`src/rtl/game_timer_ctrl.sv`:
```
// On-screen game timer: 1 s prescaler, 3-digit BCD seconds counter under a
// start/pause/clear FSM, with digits latched at frame start to avoid tearing.
module game_timer_ctrl #(
  parameter int TICK_DIV = 25_000_000,
  parameter int CNT_W    = 25
) (
  input  logic       vga_clk,
  input  logic       sys_rst,
  input  logic       start,
  input  logic       pause,
  input  logic       clear,
  input  logic       frame_start,
  output logic [3:0] time_1s,
  output logic [3:0] time_10s,
  output logic [3:0] time_100s,
  output logic       running,
  output logic       done,
  output logic       sec_tick
);

  typedef enum logic [1:0] {
    IDLE,
    RUN,
    PAUSE,
    DONE
  } state_t;

  localparam logic [CNT_W-1:0] LAST = CNT_W'(TICK_DIV - 1);

  state_t           state, state_n;
  logic [CNT_W-1:0] presc, presc_n;
  logic [3:0]       d1, d10, d100;
  logic [3:0]       n1, n10, n100;
  logic             tick, at_max;

  assign tick   = (state == RUN) && (presc == LAST);
  assign at_max = (d100 == 4'd9) && (d10 == 4'd9) && (d1 == 4'd9);

  always_comb begin
    state_n = state;
    presc_n = presc;
    n1      = d1;
    n10     = d10;
    n100    = d100;
    if (clear) begin
      state_n = IDLE;
      presc_n = '0;
      n1      = '0;
      n10     = '0;
      n100    = '0;
    end else begin
      unique case (state)
        IDLE:  if (start) state_n = RUN;
        PAUSE: if (start) state_n = RUN;
        RUN: begin
          presc_n = tick ? '0 : presc + 1'b1;
          if (tick && at_max) state_n = DONE;
          else if (pause)     state_n = PAUSE;
          // 999 saturates: the last tick only moves the FSM to DONE
          if (tick && !at_max) begin
            if (d1 != 4'd9) begin
              n1 = d1 + 4'd1;
            end else begin
              n1 = '0;
              if (d10 != 4'd9) begin
                n10 = d10 + 4'd1;
              end else begin
                n10  = '0;
                n100 = d100 + 4'd1;
              end
            end
          end
        end
        DONE: ;
      endcase
    end
  end

  always_ff @(posedge vga_clk) begin
    if (sys_rst) begin
      state     <= IDLE;
      presc     <= '0;
      d1        <= '0;
      d10       <= '0;
      d100      <= '0;
      time_1s   <= '0;
      time_10s  <= '0;
      time_100s <= '0;
      running   <= 1'b0;
      done      <= 1'b0;
      sec_tick  <= 1'b0;
    end else begin
      state    <= state_n;
      presc    <= presc_n;
      d1       <= n1;
      d10      <= n10;
      d100     <= n100;
      running  <= (state_n == RUN);
      done     <= (state_n == DONE);
      sec_tick <= tick && !clear;
      if (frame_start) begin
        time_1s   <= n1;
        time_10s  <= n10;
        time_100s <= n100;
      end
    end
  end

endmodule

```
`config.mk`:
```
export PLATFORM = sky130hd
export DESIGN_NAME = game_timer_ctrl
export DESIGN_NICKNAME = d
export VERILOG_FILES = /design/src/rtl/game_timer_ctrl.sv
export SDC_FILE = /design/constraint.sdc
export NUM_CORES = 1
export LEC_CHECK = 0
export CORE_MARGIN = 3
export CORE_UTILIZATION = 62
export CTS_CLUSTER_DIAMETER = 200
export CTS_CLUSTER_SIZE = 10
export DETAILED_ROUTE_END_ITERATION = 6
export DONT_BUFFER_PORTS = 1
export GPL_ROUTABILITY_DRIVEN = 1
export GPL_TIMING_DRIVEN = 0
export PLACE_DENSITY = 0.78
export SKIP_LAST_GASP = 1
export SLEW_MARGIN = 25
export SYNTH_ARGS = -nofsm -noshare
export SYNTH_HDL_FRONTEND = slang
export SYNTH_SLANG_ARGS = --single-unit
export TNS_END_PERCENT = 50
```
`constraint.sdc`:
```
create_clock -name vga_clk -period 2.4 [get_ports vga_clk]
set_input_delay 0.48 -clock vga_clk [delete_from_list [all_inputs] [get_ports vga_clk]]
set_output_delay 0.48 -clock vga_clk [all_outputs]
set_load 0.005 [all_outputs]
```
==> flow_summary_export.csv, run 1 <==
group,metric,value,unit
power,power.switching_fraction,21.4,%
timing,period_needed,2320,ps
clock_tree,cts_buffers,5,
floorplan,die_w,68.0,microns
floorplan,io_pins,21,
yosys,syn_nets,282,
drt,vias,1888,
clock_tree,clock_latency,310,ps
clock_tree,cts.htree.levels,2,
timing,skew,9.82,ps
setup_path,start_kind,"flip-flop",
drt,ant_nets,0,
timing,tightest_slew,735,ps
power,p_sw,0.309,mW
floorplan,core,3520,sq um
clock_tree,hold_buffers,0,
setup_path,critPathMaxFanout,10,
drt,drcViolationCount,0,
yosys,synth_flop_cell,"dfxtp_1",
drt,finalWirelength,4910,microns
clock_tree,cts.sinks,54,
status,status,"completed",
power,powerDensity,550,nW/um^2
power,pwr-share-seq,62.2,%
setup_path,crit_path_max_incr_delay,520,ps
clock_tree,clock_path_buffers,2,
yosys,netlist_area,2380,sq um
finish,fillers,277,
timing,max_freq,0.431,GHz
clock_tree,root_buffer,"clkbuf_8",
setup_path,critPathRequiredTime,2580,ps
timing,slew-limit-headroom,50.6,%
yosys,synth_cell_types,41,
finish,layout-drive-gt1-share,11.7,%
floorplan,die_h,68.0,microns
power,peakVddDrop,0.419,mV
setup_path,cp.arrival,2510,ps
placed_design,io_buffers,0,
yosys,synthArstFlopShare,0,%
power,combPwrFrac,2.2,%
yosys,synth_edf_count,0,
hold_path,hp-class,"in -> reg",
placed_design,dp_hpwl,3310,microns
global_routing,grt_pass1_vias,1887,
setup_path,crit_type,"reg -> reg",
setup_path,critPathCaptureType,"flip-flop",
drt,via_per_inst,5.77,
drt,drtIter0Drc,97,
drt,dr.pass1.iters,4,
floorplan,start_util,67.6,%
yosys,synth_seq_cells,54,
yosys,netlist.area_leader.share,45.4,%
yosys,synth_top_cell_by_area,"dfxtp_1",
yosys,synth.yosys.seq_area_share,45.4,%
power,power.leakage,0.896,nW
clock_tree,path_clk_slew,90,ps
yosys,avgSynthCellArea,8.79,sq um
global_routing,grt_first_pass_wirelength,8340,microns
finish,antennaDiodeCount,0,
global_routing,grt-ovfl-total,0,
global_routing,grt_max_degree,16,
global_routing,antenna_found_initial,0,
yosys,synth.area.top_cells,"dfxtp_1, nor2_1, xor2_1",
timing,drv_slew,0,
yosys,synth_cells,271,
power,internal_power,1.14,mW
timing,hold_viol,0,
clock_tree,cts_tree,"yes",
finish,fin_nets,291,
drt,avgRoutedWirePerCell,15.0,microns
timing,setup_viol,0,
setup_path,cp_slowest_cell,"or4_4",
yosys,synth-warning-count,0,
finish,fin_util,74.9,%
global_routing,grt_usage,24.3,%
floorplan,dieArea,4620,sq um
floorplan,num_rows,21,
setup_path,worstPathCellList,"ha_4 > nand4b_4 > or4_4 > buf_4 > nor4_4 > mux2i_2 > o21ai_0",
placed_design,place_congestion,0.798,
timing,holdWs,232,ps
timing,min_period_over_period,96.8,%
finish,area_growth,10.7,%
flow_run,maxCapViolations,0,
power,power.share.clock,35.7,%
[what timing repair did]
| item | in CTS | in global routing |
|---|---|---|
| gates resized for setup | 8 | 10 |
| pin swaps | 0 | 3 |
| endpoints found under the setup margin | 32 | 35 |
| setup buffers | 0 | 2 |
[metrics by stage]
step | area (sq um) | setup slack (ps) | std cells | setup TNS [ps] | total power [mW]
6_report | 2640 | 77.8 | 327 | 0 | 1.45
3_3_place_gp | 2440 | -20.4 | 317 | -20.4 | 0.950
4_1_cts | 2570 | 35.9 | 325 | 0 | 1.46
5_1_grt | 2640 | -26.5 | 327 | -32.7 | 1.50
3_5_place_dp | 2440 | -55.4 | 317 | -672 | 0.951
2_1_floorplan | 2380 | 183 | 271 | 0 | 0.942
[area by class of cell]
type | count | area (sq um) | area share [%]
inverters | 8 | 30.0 | 1.14
multi-input cells | 201 | 1320 | 50.0
clock buffers | 7 | 86.3 | 3.27
flip-flops and latches | 54 | 1080 | 41.1
plain buffers | 8 | 42.5 | 1.61
clock inverters | 1 | 5.00 | 0.190
well taps | 46 | 57.6 | 2.18
repair buffers | 2 | 15.0 | 0.570
[layout by cell type, fill, tap and decap left out, drive strengths merged, types with 4 or more instances in the layout]
cell / n
nor2: 46
ha: 5
inv: 8
nand4: 9
nor4: 4
o21ai: 12
mux2i: 5
xnor2: 14
a21oi: 6
and3: 5
nand3: 13
nand2: 28
buf: 5
dfxtp: 54
xor2: 15
clkbuf: 12
nor3: 9
[power groups by stage]
stage               logic [mW]  clock network [mW]  registers, mW
global route            0.0360               0.560          0.901
detailed placement      0.0298                   0          0.921
finish                  0.0316               0.517          0.901
CTS                     0.0314               0.527          0.900
floorplan               0.0215                   0          0.921
global placement        0.0292                   0          0.921
[registers in the layout (all words and copies together), names as in the netlist]
register   count
done           1
running        1
time_100s      4
time_1s        4
presc         25
d10            4
d100           4
time_10s       4
sec_tick       1
state          2
d1             4
[logic make-up after synthesis]
| group | synth area share (%) |
|---|---|
| compound gates | 5.15 |
| buf+inv | 2.79 |
| fa+ha+maj | 2.63 |
| simple gates | 30.8 |
| mux | 2.57 |
| xor+xnor | 10.7 |
| flops | 45.4 |
[Yosys cell counts (2+ instances only)]
cell type	number
dfxtp_1	54
nor2_1	46
nand2_1	28
xor2_1	15
xnor2_1	14
nand3_1	13
o21ai_0	12
nand4_1	9
inv_1	8
nor3_1	8
a21oi_1	6
and3_1	5
clkbuf_1	5
ha_1	5
mux2i_1	5
nor4_1	3
or2_2	3
and4_1	2
buf_2	2
nand3b_1	2
nor2b_1	2
nor3b_1	2
nor4b_1	2
o31ai_1	2
or3_1	2
[path summary, 6_finish.rpt]
check	from	end	slack, ps	cells after the start
setup / recovery	presc[0]	time_10s[2]	80	7
setup reg to reg	presc[0]	time_10s[2]	80	7
hold reg to reg	time_1s[2]	time_1s[2]	480	2
hold / removal	sys_rst	state[1]	230	1
[critical path: cells and delay by family, from the launching register on]
family,cells,cell delay (ps)
AND/OR/NAND/NOR,3,1010
flip-flops,1,390
multiplexers,1,290
buffers and inverters,1,210
adder cells (fa/ha/maj),1,180
AO/OA/AOI/OAI,1,110
[layer usage]
layer	global-route usage, %	vias to the layer above	part of all wire [%]
met1	30.0	911	45
met3	4.76	6	4.6
met5	0	-	0
met4	11.9	0	1.2
li1	-	939	-
met2	40.2	32	49
(Power assumes the default switching activity.)
==> run 2, diff against run 1 <==
- CORE_ASPECT_RATIO: unset -> 0.9
- CORE_MARGIN: 3 -> 2
==> run 2 against run 1 <==
Critical path depth increased by 1. Combinational power fell by 3%. Clock skew fell by 3.5 ps. Hold slack better by 2.6 ps. Fmax grew 1.3%. Via count decreased by 4.1%. Design area about the same. Sequential share of layout area about the same. Largest cell class unchanged. Highest routed layer unchanged.
==> flow_summary_export.csv, run 2 (same netlist as run 1, synthesis figures left out) <==
group,metric,value,unit
global_routing,antenna_found_initial,0,
global_routing,grt_first_pass_wirelength,7640,microns
drt,drcViolationCount,0,
clock_tree,clock_path_buffers,2,
drt,finalWirelength,4370,microns
flow_run,maxCapViolations,0,
clock_tree,hold_buffers,0,
timing,setup_viol,0,
power,finalPower,1.53,mW
global_routing,grt_use_met2,31.0,%
clock_tree,cts.htree.levels,2,
global_routing,met3_usage,4.84,%
finish,final_cell_mix,"dfxtp_1, nor2_1, nand2_1, xor2_1, xnor2_1",
finish,fin_util,71.2,%
status,status,"completed",
power,power.share.clock,39.0,%
clock_tree,cts_buffers,5,
placed_design,dp_hpwl,3160,microns
setup_path,crit_type,"reg -> reg",
floorplan,die_w,69.3,microns
global_routing,grt_usage,21.6,%
finish,fillers,281,
floorplan,io_pins,21,
setup_path,critPathMaxFanout,10,
power,combPwrFrac,2.0,%
floorplan,core,3700,sq um
timing,hold_viol,0,
finish,largest_register_ffs,25,
drt,vias,1811,
power,p_sw,0.310,mW
power,powerDensity,579,nW/um^2
floorplan,num_rows,21,
power,power.switching_fraction,20.3,%
clock_tree,path_clk_slew,90,ps
floorplan,die_h,62.8,microns
finish,ff_latch_area,1080,sq um
power,pwr-share-seq,59.0,%
timing,slew-limit-headroom,51.3,%
clock_tree,root_buffer,"clkbuf_8",
drt,dr.pass1.iters,4,
finish,final_area,2640,sq um
finish,area_growth,10.8,%
timing,period_needed,2290,ps
drt,avgRoutedWirePerCell,13.4,microns
timing,min_period_over_period,95.6,%
timing,tightest_slew,725,ps
timing,holdWs,235,ps
finish,layout-drive-gt1-share,10.0,%
timing,drv_slew,0,
global_routing,grt_max_degree,17,
floorplan,start_util,64.3,%
finish,fin_nets,289,
finish,top_register,"presc",
setup_path,start_kind,"flip-flop",
clock_tree,clock_latency,310,ps
timing,skew,6.29,ps
power,internal_power,1.22,mW
timing,max_freq,0.436,GHz
placed_design,io_buffers,0,
finish,antennaDiodeCount,0,
hold_path,hp-class,"in -> reg",
global_routing,grt_pass1_vias,1717,
setup_path,critPathRequiredTime,2610,ps
drt,via_per_inst,5.57,
drt,drtIter0Drc,73,
placed_design,postPlaceCellArea,2440,sq um
finish,final_common_cell,"dfxtp_1",
clock_tree,cts_tree,"yes",
global_routing,grt-ovfl-total,0,
floorplan,dieArea,4350,sq um
clock_tree,cts.sinks,54,
setup_path,critPathCaptureType,"flip-flop",
power,peakVddDrop,0.465,mV
placed_design,place_congestion,0.779,
setup_path,cp.arrival,2500,ps
finish,multi_input_area,1320,sq um
power,power.leakage,0.905,nW
global_routing,busiest_layer,"met2",
global_routing,grt_use_met1,30.8,%
drt,ant_nets,0,
## run 2: what timing repair did
action	4_1_cts	5_1_grt
endpoints found under the hold margin	0	0
gates cloned	0	0
pin swaps	0	3
endpoints found under the setup margin	26	37
resized for setup	3	13
setup buffers	0	0
## run 2: routing by layer
layer / vias up / wire, microns
met4: 0 / 70
met5: - / 0
met3: 7 / 214
li1: 940 / -
met2: 40 / 1850
met1: 824 / 2240
## run 2: per-stage QoR
step / setup TNS (ps) / instances / setup WS, ps
CTS: -203 / 325 / -61.7
floorplan: 0 / 271 / 183
global placement: 0 / 317 / 11.8
finish: 0 / 325 / 107
global route: -5.28 / 325 / -5.28
detailed placement: -110 / 317 / -70.9
## run 2: area by class of cell
| type | count | area share (%) |
|---|---|---|
| Multi-Input combinational cell | 201 | 49.9 |
| Sequential cell | 54 | 41.0 |
| Clock buffer | 6 | 2.75 |
| Tap cell | 46 | 2.18 |
| Buffer | 8 | 1.57 |
| Clock inverter | 2 | 1.42 |
| Inverter | 8 | 1.14 |
## run 2: worst paths after layout
| check | to | slack [ps] | depth (start not counted) | start |
|---|---|---|---|---|
| hold / removal | state[1] | 230 | 1 | sys_rst |
| hold reg to reg | time_1s[3] | 480 | 2 | time_1s[3] |
| setup / recovery | presc[3] | 110 | 8 | presc[1] |
| setup reg to reg | presc[3] | 110 | 8 | presc[1] |
## run 2: critical path, cell delays in order (launching register included)
cell and delay (ps):
dfxtp_1 390, ha_4 180, nand4b_4 130, or4_4 510
buf_4 210, or2_2 350, nand2_1 170, buf_4 200
nor2_1 60
## run 2: power by group through the flow
stage	logic [mW]	registers, mW	clock network, mW
2_1_floorplan	0.0215	0.921	0
3_3_place_gp	0.0290	0.921	0
3_5_place_dp	0.0292	0.921	0
4_1_cts	0.0304	0.900	0.616
5_1_grt	0.0351	0.901	0.648
6_report	0.0307	0.901	0.596
